[src/rtl/bit_serializer_if.sv]
`default_nettype none
// ============================================================================
// Module   : bit_serializer_if
// Brief    : Producer-side word handshake and serial output bundle for
//            bit_serializer.
// Revision : 1.0
// ============================================================================
interface bit_serializer_if #(
    parameter int WIDTH = 8
);
    logic [WIDTH-1:0] din;
    logic             load;
    logic             ready;
    logic             x;
    logic             xv;
    logic             done;

    modport master (output din, load, input ready, x, xv, done);
    modport slave  (input din, load, output ready, x, xv, done);
endinterface
`default_nettype wire

[src/rtl/bit_serializer.sv]
`default_nettype none
// ============================================================================
// Module   : bit_serializer
// Brief    : MSB-first parallel-to-serial converter with a one-cycle done pulse.
//            Define PARITY_EN to append an even-parity slot after the LSB.
// Revision : 1.0
// ============================================================================
module bit_serializer #(
    parameter int WIDTH = 8
) (
    input wire              clk,
    input wire              reset,
    bit_serializer_if.slave bus
);

    localparam int                c_CW       = $clog2(WIDTH + 1);
    localparam logic [c_CW-1:0]   c_CNT_LOAD = c_CW'(WIDTH);
    localparam logic [c_CW-1:0]   c_CNT_ONE  = c_CW'(1);

    typedef enum logic [1:0] {
        IDLE   = 2'd0,
        SHIFT  = 2'd1
`ifdef PARITY_EN
        ,PARITY = 2'd2
`endif
    } state_t;

    state_t           r_state;
    state_t           w_state_nxt;
    logic [WIDTH-1:0] r_shreg;
    logic [WIDTH-1:0] w_shreg_nxt;
    logic [c_CW-1:0]  r_cnt;
    logic [c_CW-1:0]  w_cnt_nxt;
    logic             r_done;
    logic             w_done_nxt;
`ifdef PARITY_EN
    logic             r_par;
    logic             w_par_nxt;
`endif

    always_ff @(posedge clk or negedge reset) begin
        if (!reset) begin
            r_state <= IDLE;
            r_shreg <= '0;
            r_cnt   <= '0;
            r_done  <= 1'b0;
`ifdef PARITY_EN
            r_par   <= 1'b0;
`endif
        end else begin
            r_state <= w_state_nxt;
            r_shreg <= w_shreg_nxt;
            r_cnt   <= w_cnt_nxt;
            r_done  <= w_done_nxt;
`ifdef PARITY_EN
            r_par   <= w_par_nxt;
`endif
        end
    end

    always_comb begin
        w_state_nxt = r_state;
        w_shreg_nxt = r_shreg;
        w_cnt_nxt   = r_cnt;
        w_done_nxt  = 1'b0;
`ifdef PARITY_EN
        w_par_nxt   = r_par;
`endif
        case (r_state)
            IDLE: begin
                // ready is high only in IDLE, so load is honoured only here
                if (bus.load) begin
                    w_state_nxt = SHIFT;
                    w_shreg_nxt = bus.din;
                    w_cnt_nxt   = c_CNT_LOAD;
`ifdef PARITY_EN
                    w_par_nxt   = ^bus.din;
`endif
                end
            end
            SHIFT: begin
                w_shreg_nxt = {r_shreg[WIDTH-2:0], 1'b0};
                w_cnt_nxt   = r_cnt - c_CNT_ONE;
                if (r_cnt == c_CNT_ONE) begin
`ifdef PARITY_EN
                    w_state_nxt = PARITY;
`else
                    w_state_nxt = IDLE;
                    w_done_nxt  = 1'b1;
`endif
                end
            end
`ifdef PARITY_EN
            PARITY: begin
                w_state_nxt = IDLE;
                w_done_nxt  = 1'b1;
            end
`endif
            default: begin
                w_state_nxt = IDLE;
            end
        endcase
    end

    // Outputs decode registered state only; no path from load or din.
    always_comb begin
        bus.ready = (r_state == IDLE);
        bus.xv    = (r_state != IDLE);
        bus.done  = r_done;
        bus.x     = 1'b0;
        if (r_state == SHIFT) begin
            bus.x = r_shreg[WIDTH-1];
        end
`ifdef PARITY_EN
        if (r_state == PARITY) begin
            bus.x = r_par;
        end
`endif
    end

endmodule
`default_nettype wire

[src/flat_wrapper.sv]
// flat-port wrapper written by rule: the top's interface ports become plain ports
module bit_serializer_flat 
#(
    parameter int WIDTH = 8
)
  (clk, reset, bus_din, bus_load, bus_ready, bus_x, bus_xv, bus_done);
  bit_serializer_if #(.WIDTH(WIDTH)) bus_i ();
  input wire clk;
  input wire reset;
  input wire logic [$bits(bus_i.din)-1:0] bus_din;
  input wire logic [$bits(bus_i.load)-1:0] bus_load;
  output wire logic [$bits(bus_i.ready)-1:0] bus_ready;
  output wire logic [$bits(bus_i.x)-1:0] bus_x;
  output wire logic [$bits(bus_i.xv)-1:0] bus_xv;
  output wire logic [$bits(bus_i.done)-1:0] bus_done;
  assign bus_i.din = bus_din;
  assign bus_i.load = bus_load;
  assign bus_ready = bus_i.ready;
  assign bus_x = bus_i.x;
  assign bus_xv = bus_i.xv;
  assign bus_done = bus_i.done;
  bit_serializer #(.WIDTH(WIDTH)) u_core (.clk(clk), .reset(reset), .bus(bus_i));
endmodule
[config.mk]
export PLATFORM = sky130hd
export DESIGN_NAME = bit_serializer_flat
export DESIGN_NICKNAME = d
export VERILOG_FILES = /design/src/rtl/bit_serializer_if.sv /design/src/rtl/bit_serializer.sv /design/src/flat_wrapper.sv
export SDC_FILE = /design/constraint.sdc
export NUM_CORES = 1
export LEC_CHECK = 0
export CAP_MARGIN = 15
export CORE_MARGIN = 3
export CORE_UTILIZATION = 45
export DETAILED_ROUTE_END_ITERATION = 7
export PLACE_DENSITY_LB_ADDON = 0.08
export SLEW_MARGIN = 20
export SYNTH_ARGS = -nofsm -noshare
export SYNTH_HDL_FRONTEND = slang
export SYNTH_SLANG_ARGS = --single-unit
[constraint.sdc]
create_clock -name clk -period 1.6 [get_ports clk]
set_clock_uncertainty 0.15 [all_clocks]
set_input_delay 0.4 -clock clk [delete_from_list [all_inputs] [get_ports clk]]
set_output_delay 0.4 -clock clk [all_outputs]
set_load 0.02 [all_outputs]
==> results.json <==
{
  "status": "completed",
  "critPathArrivalTime_ns": 1.01,
  "final_cells": 93,
  "drv_cap": 0,
  "dp_hpwl_um": 853,
  "cts.path.max_buffers": 2,
  "area_growth_syn_to_layout_pct": 35.8,
  "endpoint": "bus_x",
  "synth_edf_count": 0,
  "grt_pass1_wl_um": 2080,
  "hp-class": "in -> async",
  "cp.required_ns": 1.05,
  "seqCellArea_um2": 350,
  "rsz0062_at_grt": "true",
  "grt.total_usage_pct": 14.6,
  "synthFlopType": "dfrtp_1",
  "rr_worst_depth": 2,
  "cts_tree": "done",
  "initial_core_util_pct": 52.6,
  "synth.cell_area_um2": 632,
  "power_density_nw_per_um2": 1650,
  "die_h_um": 43.5,
  "drt_wl_total_um": 1150,
  "dr.pass1.iters": 4,
  "syn_area_per_cell_um2": 11.1,
  "slowest_stage": "dfrtp_1",
  "nFillCells": 89,
  "worst_setup_path_start_kind": "register",
  "viasPerCell": 5.35,
  "clock_sink_count": 14,
  "wl_per_cell_um": 12.3,
  "slew_viol_final": 0,
  "slew_headroom_pct": 78.3,
  "p_leak_nw": 0.425,
  "grt_max_degree": 15,
  "crit_type": "reg -> out",
  "fmax_mhz": 642,
  "drc_errors": 0,
  "gr-total-overflow": 0,
  "worst_pin_slew_ns": 0.321,
  "ant_nets": 0,
  "fin_crit_sh_pct": 97.3,
  "r2r-start": "u_core.r_cnt[0]",
  "vias": 498,
  "cp_cell_sequence": "and2_4, buf_6",
  "dp.cells": 88,
  "cts_buffers": 3,
  "hold_viol": 0,
  "core_area_um2": 1200,
  "yosys_warnings": 0,
  "cts_root_buf": "clkbuf_4",
  "drive_gt1_share_pct": 20.3,
  "crit_path_end_kind": "primary output",
  "layout_common_cells": "dfrtp_1 (14), clkdlybuf4s50_1 (10), mux2i_1 (8)",
  "diodes": 0,
  "io_pins": 15,
  "yosysSeqAreaShare_pct": 55.4,
  "syn_inst": 57,
  "numPortBuffers": 14,
  "reg2reg_slack_ns": 0.26,
  "reg2reg_to": "u_core.r_cnt[3]",
  "report.power.total_w": 0.00142,
  "fin_nets": 93,
  "ys_types": 19,
  "crit_fanout": 5,
  "worstSkewPairLatency_ns": 0.28,
  "dieWidth_um": 43.5,
  "grt_pass1_vias": 522,
  "hold_buffers": 0,
  "antenna_found_initial": 0,
  "crit_start": "u_core.r_state[0]",
  "final.setup.tns_ns": 0,
  "drtIter0Drc": 3,
  "htreeDepth": 1,
  "min_period_ns": 1.56,
  "ys_ff_latch": 14,
  "critPathMaxStageDelay_ns": 0.43,
  "routabilityCongestion": 0.757,
  "final_common_cell": "dfrtp_1",
  "ir_drop_uv": 1070,
  "setup_viol": 0,
  "async_flop_share_pct": 100,
  "clkTransAtPathRegs_ns": 0.08,
  "multi_input_area_um2": 260,
  "std_cell_rows": 12,
  "die_area_um2": 1890,
  "syn-num-nets": 70
}
==> through the flow <==
| stage | utilization [%] | area, µm² | hold WS [ns] | worst slack [ns] |
|---|---|---|---|---|
| 6_report | 71.5 | 858 | 0.282 | 0.0429 |
| 5_1_grt | 71.5 | 858 | 0.288 | -0.00800 |
| 4_1_cts | 71.1 | 855 | 0.276 | 0.0210 |
| 3_5_place_dp | 68.4 | 822 | 0.324 | -0.100 |
| 3_3_place_gp | 68.4 | 822 | 0.307 | -0.0782 |
| 2_1_floorplan | - | 632 | -0.0456 | 0.00579 |
==> final cells by class <==
class                           instances  area share [%]
Multi-Input combinational cell         37            30.3
Sequential cell                        14            40.8
Tap cell                               14            2.04
Timing Repair Buffer                   21            21.3
Clock buffer                            4            4.23
Inverter                                3            1.31
==> critical path: cells and delay by family (launching register included) <==
kind,cells,cell delay (ns)
flip-flops,1,0.43
AND/OR/NAND/NOR,1,0.18
buffers and inverters,1,0.12
==> state kept, by name (all words and copies together) (netlist names) <==
register	cells
u_core.r_shreg	8
u_core.r_cnt	4
u_core.bus.done	1
u_core.r_state	1
==> worst min-delay path by stage <==
stage,start,to,cells after the start
6_report,reset,u_core.r_shreg[3],2
5_1_grt,reset,u_core.r_state[0],2
4_1_cts,reset,u_core.r_shreg[3],2
3_5_place_dp,u_core.r_shreg[2],u_core.r_shreg[3],2
3_3_place_gp,u_core.r_shreg[3],u_core.r_shreg[4],2
2_1_floorplan,reset,u_core.bus.done,0
==> routing by layer <==
metal	share of wire, %	global-route usage (%)
met1	44	18.2
met2	47	24.2
met3	7.7	4.98
met4	1.0	3.61
met5	0	0
==> power breakdown <==
group	switching, W	internal [W]
Combinational	0.000273	0.000287
Clock	0.000110	0.000138
Sequential	0.000113	0.000496
Total	0.000496	0.000921
==> timing repair <==
item                                    4_1_cts  5_1_grt
pin swaps                                     0        1
gates resized for setup                      11        4
buffers inserted                              1        0
endpoints found under the setup margin        4        2
==> synthesized netlist by cell type (2+ instances only) <==
cell type | number | area (µm²)
clkbuf_1 | 2 | 7.51
inv_1 | 3 | 11.3
nand2_1 | 7 | 26.3
nor2_1 | 3 | 11.3
o21ai_0 | 7 | 35.0
mux2i_1 | 8 | 80.1
dfrtp_1 | 14 | 350
ha_1 | 2 | 25.0
==> cell families after synthesis <==
kind of cell | after synthesis | synth area share [%]
simple gates | 14 | 10.5
xor+xnor | 1 | 1.39
mux | 9 | 14.5
compound gates | 11 | 10.5
buf+inv | 6 | 3.76
flops | 14 | 55.4
fa+ha+maj | 2 | 3.96
No activity file was read; power rests on OpenSTA's default activity.
